File: src/rtl/fd_stage_pkg.sv
// Shared y86 constants: status codes, opcodes, register id, D-register layout.
// Pure declarations; no logic, no latency, no stall behaviour.
package fd_stage_pkg;

    localparam logic [3:0] STAT_AOK = 4'b1000;
    localparam logic [3:0] STAT_HLT = 4'b0010;
    localparam logic [3:0] STAT_ADR = 4'b0001;
    localparam logic [3:0] STAT_INS = 4'b0100;

    localparam logic [3:0] I_HALT = 4'h0;
    localparam logic [3:0] I_NOP  = 4'h1;
    localparam logic [3:0] I_JXX  = 4'h7;
    localparam logic [3:0] I_CALL = 4'h8;
    localparam logic [3:0] I_RET  = 4'h9;

    localparam logic [3:0] REG_NONE = 4'hF;

    typedef struct packed {
        logic [3:0]  code;
        logic [3:0]  fun;
        logic [3:0]  ra;
        logic [3:0]  rb;
        logic [63:0] valc;
        logic [63:0] valp;
        logic [3:0]  stat;
    } dreg_t;

    localparam dreg_t D_BUBBLE = '{code: I_NOP, fun: 4'h0, ra: REG_NONE, rb: REG_NONE,
                                   valc: 64'h0, valp: 64'h0, stat: STAT_AOK};

endpackage

File: src/rtl/fd_stage_if.sv
// Fetch/decode boundary bundle: fetch fields, hazard controls, M/W feedback, D outputs.
// Master is the surrounding pipeline; slave is the fd_stage block.
interface fd_stage_if #(
    parameter int CNT_W = 32
);
    logic [3:0]       in_code;
    logic [3:0]       in_fun;
    logic [3:0]       ra;
    logic [3:0]       rb;
    logic [63:0]      val_c;
    logic [63:0]      val_p;
    logic             in_error;
    logic             bad_mem;
    logic             flag_halt;
    logic             f_stall;
    logic             d_stall;
    logic             d_bubble;
    logic [3:0]       m_icode;
    logic             m_cnd;
    logic [63:0]      m_vala;
    logic [3:0]       w_icode;
    logic [63:0]      w_valm;
    logic [63:0]      f_pc;
    logic [63:0]      pred_pc;
    logic [3:0]       d_code;
    logic [3:0]       d_fun;
    logic [3:0]       d_ra;
    logic [3:0]       d_rb;
    logic [63:0]      d_valc;
    logic [63:0]      d_valp;
    logic [3:0]       d_stat;
    logic             frozen;
    logic [CNT_W-1:0] fetch_cnt;

    modport master (
        output in_code, in_fun, ra, rb, val_c, val_p, in_error, bad_mem, flag_halt,
               f_stall, d_stall, d_bubble, m_icode, m_cnd, m_vala, w_icode, w_valm,
        input  f_pc, pred_pc, d_code, d_fun, d_ra, d_rb, d_valc, d_valp, d_stat,
               frozen, fetch_cnt
    );

    modport slave (
        input  in_code, in_fun, ra, rb, val_c, val_p, in_error, bad_mem, flag_halt,
               f_stall, d_stall, d_bubble, m_icode, m_cnd, m_vala, w_icode, w_valm,
        output f_pc, pred_pc, d_code, d_fun, d_ra, d_rb, d_valc, d_valp, d_stat,
               frozen, fetch_cnt
    );

endinterface

File: src/rtl/fd_pred.sv
// Next-PC predictor: taken for jumps and calls, fall-through otherwise.
// Combinational, zero latency, no stall handling of its own.
module fd_pred
    import fd_stage_pkg::*;
(
    input  logic [3:0]  in_code_i,
    input  logic [63:0] val_c_i,
    input  logic [63:0] val_p_i,
    output logic [63:0] pred_next_o
);

    always_comb begin
        pred_next_o = val_p_i;
        if (in_code_i == I_JXX || in_code_i == I_CALL) begin
            pred_next_o = val_c_i;
        end
    end

endmodule

File: src/rtl/fd_stage.sv
// Fetch PC selection, predicted-PC register and F->D pipeline register.
// f_pc is combinational; D outputs one cycle after fetch; d_stall holds, d_bubble/frozen inject nops.
module fd_stage
    import fd_stage_pkg::*;
#(
    parameter int CNT_W = 32
) (
    input logic          clock,
    input logic          reset,
    fd_stage_if.slave    bus
);

    logic [63:0]      pred_next;
    logic [63:0]      pred_pc_q, pred_pc_d;
    dreg_t            dreg_q, dreg_d, fetched;
    logic             frozen_q, frozen_d;
    logic [CNT_W-1:0] cnt_q, cnt_d;
    logic [3:0]       f_stat;
    logic             mispredict;
    logic             load_d;

    fd_pred u_pred (
        .in_code_i   (bus.in_code),
        .val_c_i     (bus.val_c),
        .val_p_i     (bus.val_p),
        .pred_next_o (pred_next)
    );

    always_comb begin
        if (bus.bad_mem)        f_stat = STAT_ADR;
        else if (bus.in_error)  f_stat = STAT_INS;
        else if (bus.flag_halt) f_stat = STAT_HLT;
        else                    f_stat = STAT_AOK;

        mispredict = (bus.m_icode == I_JXX) && !bus.m_cnd;
        load_d     = !bus.d_stall && !bus.d_bubble && !frozen_q;

        if (mispredict)                 bus.f_pc = bus.m_vala;
        else if (bus.w_icode == I_RET)  bus.f_pc = bus.w_valm;
        else                            bus.f_pc = pred_pc_q;

        fetched = '{code: bus.in_code, fun: bus.in_fun, ra: bus.ra, rb: bus.rb,
                    valc: bus.val_c, valp: bus.val_p, stat: f_stat};

        pred_pc_d = (bus.f_stall || frozen_q) ? pred_pc_q : pred_next;

        dreg_d = dreg_q;
        if (!bus.d_stall) begin
            dreg_d = load_d ? fetched : D_BUBBLE;
        end

        // A wrong-path squash wins over a faulting instruction arriving the same cycle.
        frozen_d = frozen_q;
        if (mispredict)                           frozen_d = 1'b0;
        else if (load_d && f_stat != STAT_AOK)    frozen_d = 1'b1;

        cnt_d = cnt_q;
        if (load_d && cnt_q != {CNT_W{1'b1}}) begin
            cnt_d = cnt_q + {{(CNT_W-1){1'b0}}, 1'b1};
        end
    end

    always_ff @(posedge clock) begin
        if (reset) begin
            pred_pc_q <= 64'h0;
            dreg_q    <= D_BUBBLE;
            frozen_q  <= 1'b0;
            cnt_q     <= '0;
        end else begin
            pred_pc_q <= pred_pc_d;
            dreg_q    <= dreg_d;
            frozen_q  <= frozen_d;
            cnt_q     <= cnt_d;
        end
    end

    assign bus.pred_pc   = pred_pc_q;
    assign bus.d_code    = dreg_q.code;
    assign bus.d_fun     = dreg_q.fun;
    assign bus.d_ra      = dreg_q.ra;
    assign bus.d_rb      = dreg_q.rb;
    assign bus.d_valc    = dreg_q.valc;
    assign bus.d_valp    = dreg_q.valp;
    assign bus.d_stat    = dreg_q.stat;
    assign bus.frozen    = frozen_q;
    assign bus.fetch_cnt = cnt_q;

endmodule

File: src/flat_wrapper.sv
// flat-port wrapper written by rule: the top's interface ports become plain ports
module fd_stage_flat import fd_stage_pkg::*;
#(
    parameter int CNT_W = 32
)
  (clock, reset, bus_in_code, bus_in_fun, bus_ra, bus_rb, bus_val_c, bus_val_p, bus_in_error, bus_bad_mem, bus_flag_halt, bus_f_stall, bus_d_stall, bus_d_bubble, bus_m_icode, bus_m_cnd, bus_m_vala, bus_w_icode, bus_w_valm, bus_f_pc, bus_pred_pc, bus_d_code, bus_d_fun, bus_d_ra, bus_d_rb, bus_d_valc, bus_d_valp, bus_d_stat, bus_frozen, bus_fetch_cnt);
  fd_stage_if #(.CNT_W(CNT_W)) bus_i ();
  input logic clock;
  input logic reset;
  input wire logic [$bits(bus_i.in_code)-1:0] bus_in_code;
  input wire logic [$bits(bus_i.in_fun)-1:0] bus_in_fun;
  input wire logic [$bits(bus_i.ra)-1:0] bus_ra;
  input wire logic [$bits(bus_i.rb)-1:0] bus_rb;
  input wire logic [$bits(bus_i.val_c)-1:0] bus_val_c;
  input wire logic [$bits(bus_i.val_p)-1:0] bus_val_p;
  input wire logic [$bits(bus_i.in_error)-1:0] bus_in_error;
  input wire logic [$bits(bus_i.bad_mem)-1:0] bus_bad_mem;
  input wire logic [$bits(bus_i.flag_halt)-1:0] bus_flag_halt;
  input wire logic [$bits(bus_i.f_stall)-1:0] bus_f_stall;
  input wire logic [$bits(bus_i.d_stall)-1:0] bus_d_stall;
  input wire logic [$bits(bus_i.d_bubble)-1:0] bus_d_bubble;
  input wire logic [$bits(bus_i.m_icode)-1:0] bus_m_icode;
  input wire logic [$bits(bus_i.m_cnd)-1:0] bus_m_cnd;
  input wire logic [$bits(bus_i.m_vala)-1:0] bus_m_vala;
  input wire logic [$bits(bus_i.w_icode)-1:0] bus_w_icode;
  input wire logic [$bits(bus_i.w_valm)-1:0] bus_w_valm;
  output wire logic [$bits(bus_i.f_pc)-1:0] bus_f_pc;
  output wire logic [$bits(bus_i.pred_pc)-1:0] bus_pred_pc;
  output wire logic [$bits(bus_i.d_code)-1:0] bus_d_code;
  output wire logic [$bits(bus_i.d_fun)-1:0] bus_d_fun;
  output wire logic [$bits(bus_i.d_ra)-1:0] bus_d_ra;
  output wire logic [$bits(bus_i.d_rb)-1:0] bus_d_rb;
  output wire logic [$bits(bus_i.d_valc)-1:0] bus_d_valc;
  output wire logic [$bits(bus_i.d_valp)-1:0] bus_d_valp;
  output wire logic [$bits(bus_i.d_stat)-1:0] bus_d_stat;
  output wire logic [$bits(bus_i.frozen)-1:0] bus_frozen;
  output wire logic [$bits(bus_i.fetch_cnt)-1:0] bus_fetch_cnt;
  assign bus_i.in_code = bus_in_code;
  assign bus_i.in_fun = bus_in_fun;
  assign bus_i.ra = bus_ra;
  assign bus_i.rb = bus_rb;
  assign bus_i.val_c = bus_val_c;
  assign bus_i.val_p = bus_val_p;
  assign bus_i.in_error = bus_in_error;
  assign bus_i.bad_mem = bus_bad_mem;
  assign bus_i.flag_halt = bus_flag_halt;
  assign bus_i.f_stall = bus_f_stall;
  assign bus_i.d_stall = bus_d_stall;
  assign bus_i.d_bubble = bus_d_bubble;
  assign bus_i.m_icode = bus_m_icode;
  assign bus_i.m_cnd = bus_m_cnd;
  assign bus_i.m_vala = bus_m_vala;
  assign bus_i.w_icode = bus_w_icode;
  assign bus_i.w_valm = bus_w_valm;
  assign bus_f_pc = bus_i.f_pc;
  assign bus_pred_pc = bus_i.pred_pc;
  assign bus_d_code = bus_i.d_code;
  assign bus_d_fun = bus_i.d_fun;
  assign bus_d_ra = bus_i.d_ra;
  assign bus_d_rb = bus_i.d_rb;
  assign bus_d_valc = bus_i.d_valc;
  assign bus_d_valp = bus_i.d_valp;
  assign bus_d_stat = bus_i.d_stat;
  assign bus_frozen = bus_i.frozen;
  assign bus_fetch_cnt = bus_i.fetch_cnt;
  fd_stage #(.CNT_W(CNT_W)) u_core (.clock(clock), .reset(reset), .bus(bus_i));
endmodule
File: config.mk
export PLATFORM = sky130hd
export DESIGN_NAME = fd_stage_flat
export DESIGN_NICKNAME = d
export VERILOG_FILES = /design/src/rtl/fd_stage_pkg.sv /design/src/rtl/fd_stage_if.sv /design/src/rtl/fd_pred.sv /design/src/rtl/fd_stage.sv /design/src/flat_wrapper.sv
export SDC_FILE = /design/constraint.sdc
export NUM_CORES = 1
export LEC_CHECK = 0
export BUFFER_PORTS_ARGS = -buffer_cell sky130_fd_sc_hd__buf_2
export CAP_MARGIN = 25
export CELL_PAD_IN_SITES_DETAIL_PLACEMENT = 1
export CELL_PAD_IN_SITES_GLOBAL_PLACEMENT = 1
export CORE_MARGIN = 2
export CORE_UTILIZATION = 23
export CTS_BUF_LIST = sky130_fd_sc_hd__clkbuf_2
export CTS_CLUSTER_DIAMETER = 60
export DETAILED_ROUTE_END_ITERATION = 10
export PLACE_DENSITY_LB_ADDON = 0.1
export SLEW_MARGIN = 20
export SYNTH_ARGS = -nofsm -noshare
export SYNTH_HDL_FRONTEND = slang
export SYNTH_HIERARCHICAL = 1
export SYNTH_SLANG_ARGS = --single-unit
File: constraint.sdc
create_clock -name clock -period 2.5 [get_ports clock]
set_clock_uncertainty 0.05 [all_clocks]
set_input_delay 0.125 -clock clock [delete_from_list [all_inputs] [get_ports clock]]
set_output_delay 0.125 -clock clock [all_outputs]
set_load 0.02 [all_outputs]
# == Word level (Yosys, flattened, before mapping) ==
# Index checks and enable logic that the tools add are counted.
# classes
addsub,1
n_eq_ne,6
mux,7
reduce_logical,12
# ops
op,count
64-bit 2-to-1 mux,3
148-bit 2-to-1 mux,1
32-bit by 1-bit adder with 32-bit output (second input constant),1
32-bit != test (second input constant),1
4-bit 2-to-1 mux,3
4-bit by 3-bit equality test with 1-bit output (second input constant),2
4-bit equality test (second input constant),2
1-bit logical AND,5
1-bit zero test,4
4-bit != test (second input constant),1
1-bit logical OR,2
2-bit OR reduction,1
# word_totals
reg_bits,245
in_bits,289
output_inout_bits,309
word_cells,36

# == Depth between registers and ports, before layout ==
# depth
ltp_word,5
mapped_depth,8

# == Modules after synthesis ==
# Netlist, hierarchy kept.
# by_module_without_submodules
mod,n_inst,cells_each,area_each_um2
fd_stage,1,1200,10119.7
fd_pred,1,450,3286.9

# == Worst setup path before layout ==
# Ideal clock, no wire load.
# synth_path
kind,register -> register
start,register u_core.cnt_q[0] (netlist: u_core/bus.fetch_cnt[0])
end,register u_core.cnt_q[8] (netlist: u_core/bus.fetch_cnt[8])
setup_time_ns,0.121
arrival_ns,2.090
required_time_ns,2.329
setup_slack_ns,0.239
path_stages_with_launch,9
n_path_buf,2
period_less_slack_ns,2.261
path_cell_list,dfxtp_1 > ha_1 > and3_1 > and4_1 > buf_2 > a31o_2 > buf_2 > nor4_1 > mux2_2
# synth_between
elab_chain_cells,2
elab_cells_between_ends,3
classes_between,add/sub (1); eq/ne (1); reduce/logical (1)
# synth_rtl
element,line_no,source
"start, declared",fd_stage.sv:17,"logic [CNT_W-1:0] cnt_q, cnt_d;"
"start signal, assigned",fd_stage.sv:73,cnt_q <= cnt_d;
"parallel branches: the longest is 2 deep, another holds 32-bit by 1-bit adder with 32-bit output",--,
# Several ways; the timed one is not identified.
# A chain may end at the register's enable or synchronous reset.

# == Final worst setup path ==
# layout_path
start,register u_core.frozen_q (netlist: u_core/bus.frozen)
end,"register u_core.dreg_q, in the netlist u_core/bus.d_rb[3]"
# layout_between
elab_chain_cells,3
# layout_rtl
element,line_no,source
"start, declared",fd_stage.sv:16,"logic frozen_q, frozen_d;"
"start signal, assigned",fd_stage.sv:72,frozen_q <= frozen_d;
1-bit zero test,fd_stage.sv:36,load_d = !bus.d_stall && !bus.d_bubble && !frozen_q;
1-bit logical AND,fd_stage.sv:36,
148-bit 2-to-1 mux,fd_stage.sv:49,dreg_d = load_d ? fetched : D_BUBBLE;
"end signal, assigned",fd_stage.sv:71,dreg_q <= dreg_d;
"end, declared",fd_stage.sv:15,"dreg_t dreg_q, dreg_d, fetched;"
# No other way between the ends.

==> impl_metrics.env <==
export IMPL_status="finished, final reports clean"
export IMPL_dr_total_vias=17100
export IMPL_gp_routability_congestion=0.837
export IMPL_floorplan_core_area_mm2=0.0577
export IMPL_critical_path_class="flop to flop"
export IMPL_first_pass_grt_wire_length_mm=109
export IMPL_total_power_mw=10.3
export IMPL_route_detailed_wl_per_inst_um=21.2
export IMPL_dominantRegCellSynth="sky130_fd_sc_hd__dfxtp_1"
export IMPL_drc=0
export IMPL_setup_violations=0
export IMPL_cts_buffers=78
export IMPL_die_y_um=245
export IMPL_post_dp_hpwl_mm=45.1
export IMPL_rsz0062_at_grt="no"
export IMPL_drt_pre_antenna_iters=5
export IMPL_leakagePower_nw=9.68
export IMPL_worst_slew_margin_rel_pct=35.6
export IMPL_synth_enable_flop_cells=0
export IMPL_finalWirelength_mm=74.0
export IMPL_sequentialPowerShare_pct=41.1
export IMPL_die_width_um=245
export IMPL_synthTopCellsByArea="sky130_fd_sc_hd__dfxtp_1 37%, sky130_fd_sc_hd__a21oi_1 7.8%, sky130_fd_sc_hd__a22oi_1 7.6%"
export IMPL_tritoncts_num_sinks=245
export IMPL_tritoncts="yes"
export IMPL_synth_area_mm2=0.0134
export IMPL_die_area_mm2=0.0602
export IMPL_hold_path_class="input pin to flop"
export IMPL_cap_viol_max_count=0
export IMPL_fin_nets=2961
export IMPL_tightest_slew_ns=0.967
export IMPL_placement_rows=88
export IMPL_power_combinational_fraction_pct=28.4
export IMPL_net_switching_power_figure_mw=3.69
export IMPL_cts_root_buffer_cell="sky130_fd_sc_hd__clkbuf_2"
export IMPL_initial_core_utilization_pct=23.2
export IMPL_syn2layout_area_growth_pct=67.9
export IMPL_p_sw_share_pct=36.0
export IMPL_cts_max_level=3
export IMPL_cts_root_to_sink_buffers=3
export IMPL_postRouteAntennaNets=0
export IMPL_synth_async_reset_ratio_pct=0
export IMPL_mappedNetlistNets=1940
export IMPL_globalRoute_totalOverflow=0
export IMPL_vdd_ir_drop_max_v=0.000204
export IMPL_grt_antenna_before_repair=4
export IMPL_final_layout_size_suffix_gt1_share_pct=31.2
export IMPL_grt_start_max_net_pins=98
export IMPL_timing_setup_tns_ns=0
export IMPL_stdcell_area_mm2=0.0225
export IMPL_power_frac_clock_pct=30.6
export IMPL_grtUsageTotal_pct=23.2
export IMPL_critPathLaunchType="flop"
export IMPL_finalWorstPathRequiredPeriod_ns=2.38
export IMPL_first_global_vias=18200
export IMPL_worst_ep_arrival_time_ns=3.24
export IMPL_io_buffer_count=597
export IMPL_power_per_cell_area_mw_per_mm2=456
export IMPL_synth_top_cell_by_area="sky130_fd_sc_hd__dfxtp_1"
export IMPL_synth_sequential_area_ratio_pct=36.6
export IMPL_synth_seq_cells=245
export IMPL_yosys_warnings=6
export IMPL_yosysTopAreaCellShare_pct=36.6
export IMPL_io_pins=598
export IMPL_finalCritPeriodShare_pct=95.3
export IMPL_fin_hold_ws_ns=0.122
export IMPL_viasPerCell=4.90
export IMPL_timing_max_transition_violations_final=0
export IMPL_placement_cell_area_mm2=0.0172
export IMPL_clk_transition_reported_paths_ns=0.10
export IMPL_worst_setup_path_end_kind="flop"
export IMPL_clk_insertion_delay_late_ns=1.02
export IMPL_achievable_frequency_mhz=420
export IMPL_crit_fanout=13
export IMPL_syn_avg_cell_area_um2=8.13
export IMPL_report_final_hold_viol_count=0
export IMPL_data_required_time_of_the_critical_path_ns=3.35
export IMPL_ys_types=58
export IMPL_drt_first_iter_violations=675
export IMPL_netlist_instances=1650
export IMPL_internal_power_mw=6.57
worst max-delay path: stages, from the launching register on:
cell and delay [ns]:
sky130_fd_sc_hd__dfxtp_1 0.32, sky130_fd_sc_hd__or3_4 0.48, sky130_fd_sc_hd__o22ai_1 0.16, sky130_fd_sc_hd__dlygate4sd3_1 0.60, sky130_fd_sc_hd__nand2b_1 0.08, sky130_fd_sc_hd__dlygate4sd3_1 0.57
cells by family (layout without fill, tap and decap cells):
group / Yosys count / after routing / synth area share, %
XOR/XNOR: 13 / 13 / 0.849
other: 0 / 7 / 0
AO/OA/AOI/OAI: 517 / 517 / 27.9
flip-flops: 245 / 245 / 36.6
adder cells (fa/ha/maj): 1 / 1 / 0.0933
multiplexers: 67 / 67 / 5.03
buffers and inverters: 236 / 1304 / 7.46
AND/OR/NAND/NOR: 571 / 571 / 22.0
layout make-up:
class | instances | area, µm²
inverter | 73 | 274
antenna | 7 | 17.5
timing repair buffer | 1104 | 8180
multi-input combinational | 1169 | 7560
fill | 7055 | 35200
tap | 765 | 957
sequential | 245 | 4900
clock buffer | 111 | 556
clock inverter | 16 | 66.3
repair_timing:
| action | in CTS | in global routing |
|---|---|---|
| gates resized for setup | 0 | 4 |
| setup buffers | 0 | 3 |
| hold endpoints to repair | 245 | 0 |
| endpoints found under the setup margin | 0 | 69 |
| hold buffers | 458 | 0 |
path summary, 6_finish.rpt:
check | start | end | slack, ns | cells past startpoint
hold / removal | bus_val_c[6] | u_core/bus.pred_pc[6]$_SDFFE_PP0N_ | 0.12 | 6
setup reg to reg | u_core/bus.frozen$_SDFFE_PP0P_ | u_core/bus.d_rb[3]$_SDFFE_PP1N_ | 0.12 | 5
hold reg to reg | u_core/bus.pred_pc[31]$_SDFFE_PP0N_ | u_core/bus.pred_pc[31]$_SDFFE_PP0N_ | 0.43 | 2
setup / recovery | u_core/bus.frozen$_SDFFE_PP0P_ | u_core/bus.d_rb[3]$_SDFFE_PP1N_ | 0.12 | 5
layer usage:
layer | track usage, % | part of all wire, % | wire length (µm) | up-vias
li1 | - | - | - | 8088
met1 | 27.4 | 42 | 31000 | 8421
met4 | 7.24 | 2.6 | 1920 | 0
met3 | 4.89 | 4.8 | 3580 | 115
met5 | 0 | 0 | 0 | -
met2 | 41.7 | 51 | 37500 | 465
registers in the layout, summed over array words and instances, names as in the netlist:
name / flops
u_core/bus.d_valc: 64
u_core/bus.d_valp: 64
u_core/bus.pred_pc: 64
u_core/bus.fetch_cnt: 32
u_core/bus.d_code: 4
u_core/bus.d_fun: 4
u_core/bus.d_ra: 4
u_core/bus.d_rb: 4
u_core/bus.d_stat: 4
u_core/bus.frozen: 1
synthesized netlist by cell type (all sizes together) (45+ instances only):
cell and number:
nand2b 75, nand2 144, a22oi 136, buf 45
o22ai 73, dfxtp 245, mux2i 64, nor2 224
clkbuf 118, a21oi 208, a221oi 65, or4b 64
inv 72
power by group through the flow:
stage | combinational [mW] | clock, mW | sequential (mW)
floorplan | 1.11 | 0 | 4.46
global placement | 2.20 | 0 | 4.29
detailed placement | 2.25 | 0 | 4.30
CTS | 2.87 | 3.29 | 4.21
global route | 3.14 | 3.50 | 4.23
finish | 2.91 | 3.14 | 4.21
cell usage in the layout (no fill, tap or decap), types with 7 or more instances in the layout:
master                          Yosys  final
sky130_fd_sc_hd__o21ai_0            8      8
sky130_fd_sc_hd__nand2b_1          75     75
sky130_fd_sc_hd__clkbuf_2           5    111
sky130_fd_sc_hd__buf_12             0     12
sky130_fd_sc_hd__dfxtp_1          245    245
sky130_fd_sc_hd__nand4_1           15     15
sky130_fd_sc_hd__o22ai_1           73     73
sky130_fd_sc_hd__clkinv_1           1     11
sky130_fd_sc_hd__dlygate4sd3_1      0    457
sky130_fd_sc_hd__nor2_1           224    223
sky130_fd_sc_hd__mux2i_1           64     64
sky130_fd_sc_hd__a21oi_1          208    208
sky130_fd_sc_hd__diode_2            0      7
sky130_fd_sc_hd__a221oi_2          60     60
sky130_fd_sc_hd__and4_1            11     11
sky130_fd_sc_hd__or4b_1            60     60
sky130_fd_sc_hd__buf_2             20    593
sky130_fd_sc_hd__nand2_1          144    143
sky130_fd_sc_hd__buf_4              2     33
sky130_fd_sc_hd__inv_1             72     72
sky130_fd_sc_hd__a22oi_1          136    136
sky130_fd_sc_hd__xnor2_1           13     13
stage by stage:
stage,utilization [%],worst slack [ns],instances
2_1_floorplan,-,0.239,1650
3_3_place_gp,29.8,0.227,2893
3_5_place_dp,29.8,0.162,2893
4_1_cts,38.9,0.00743,3478
5_1_grt,39.0,0.0134,3490
6_report,39.0,0.117,3490
No activity file was read; power rests on OpenSTA's default activity.
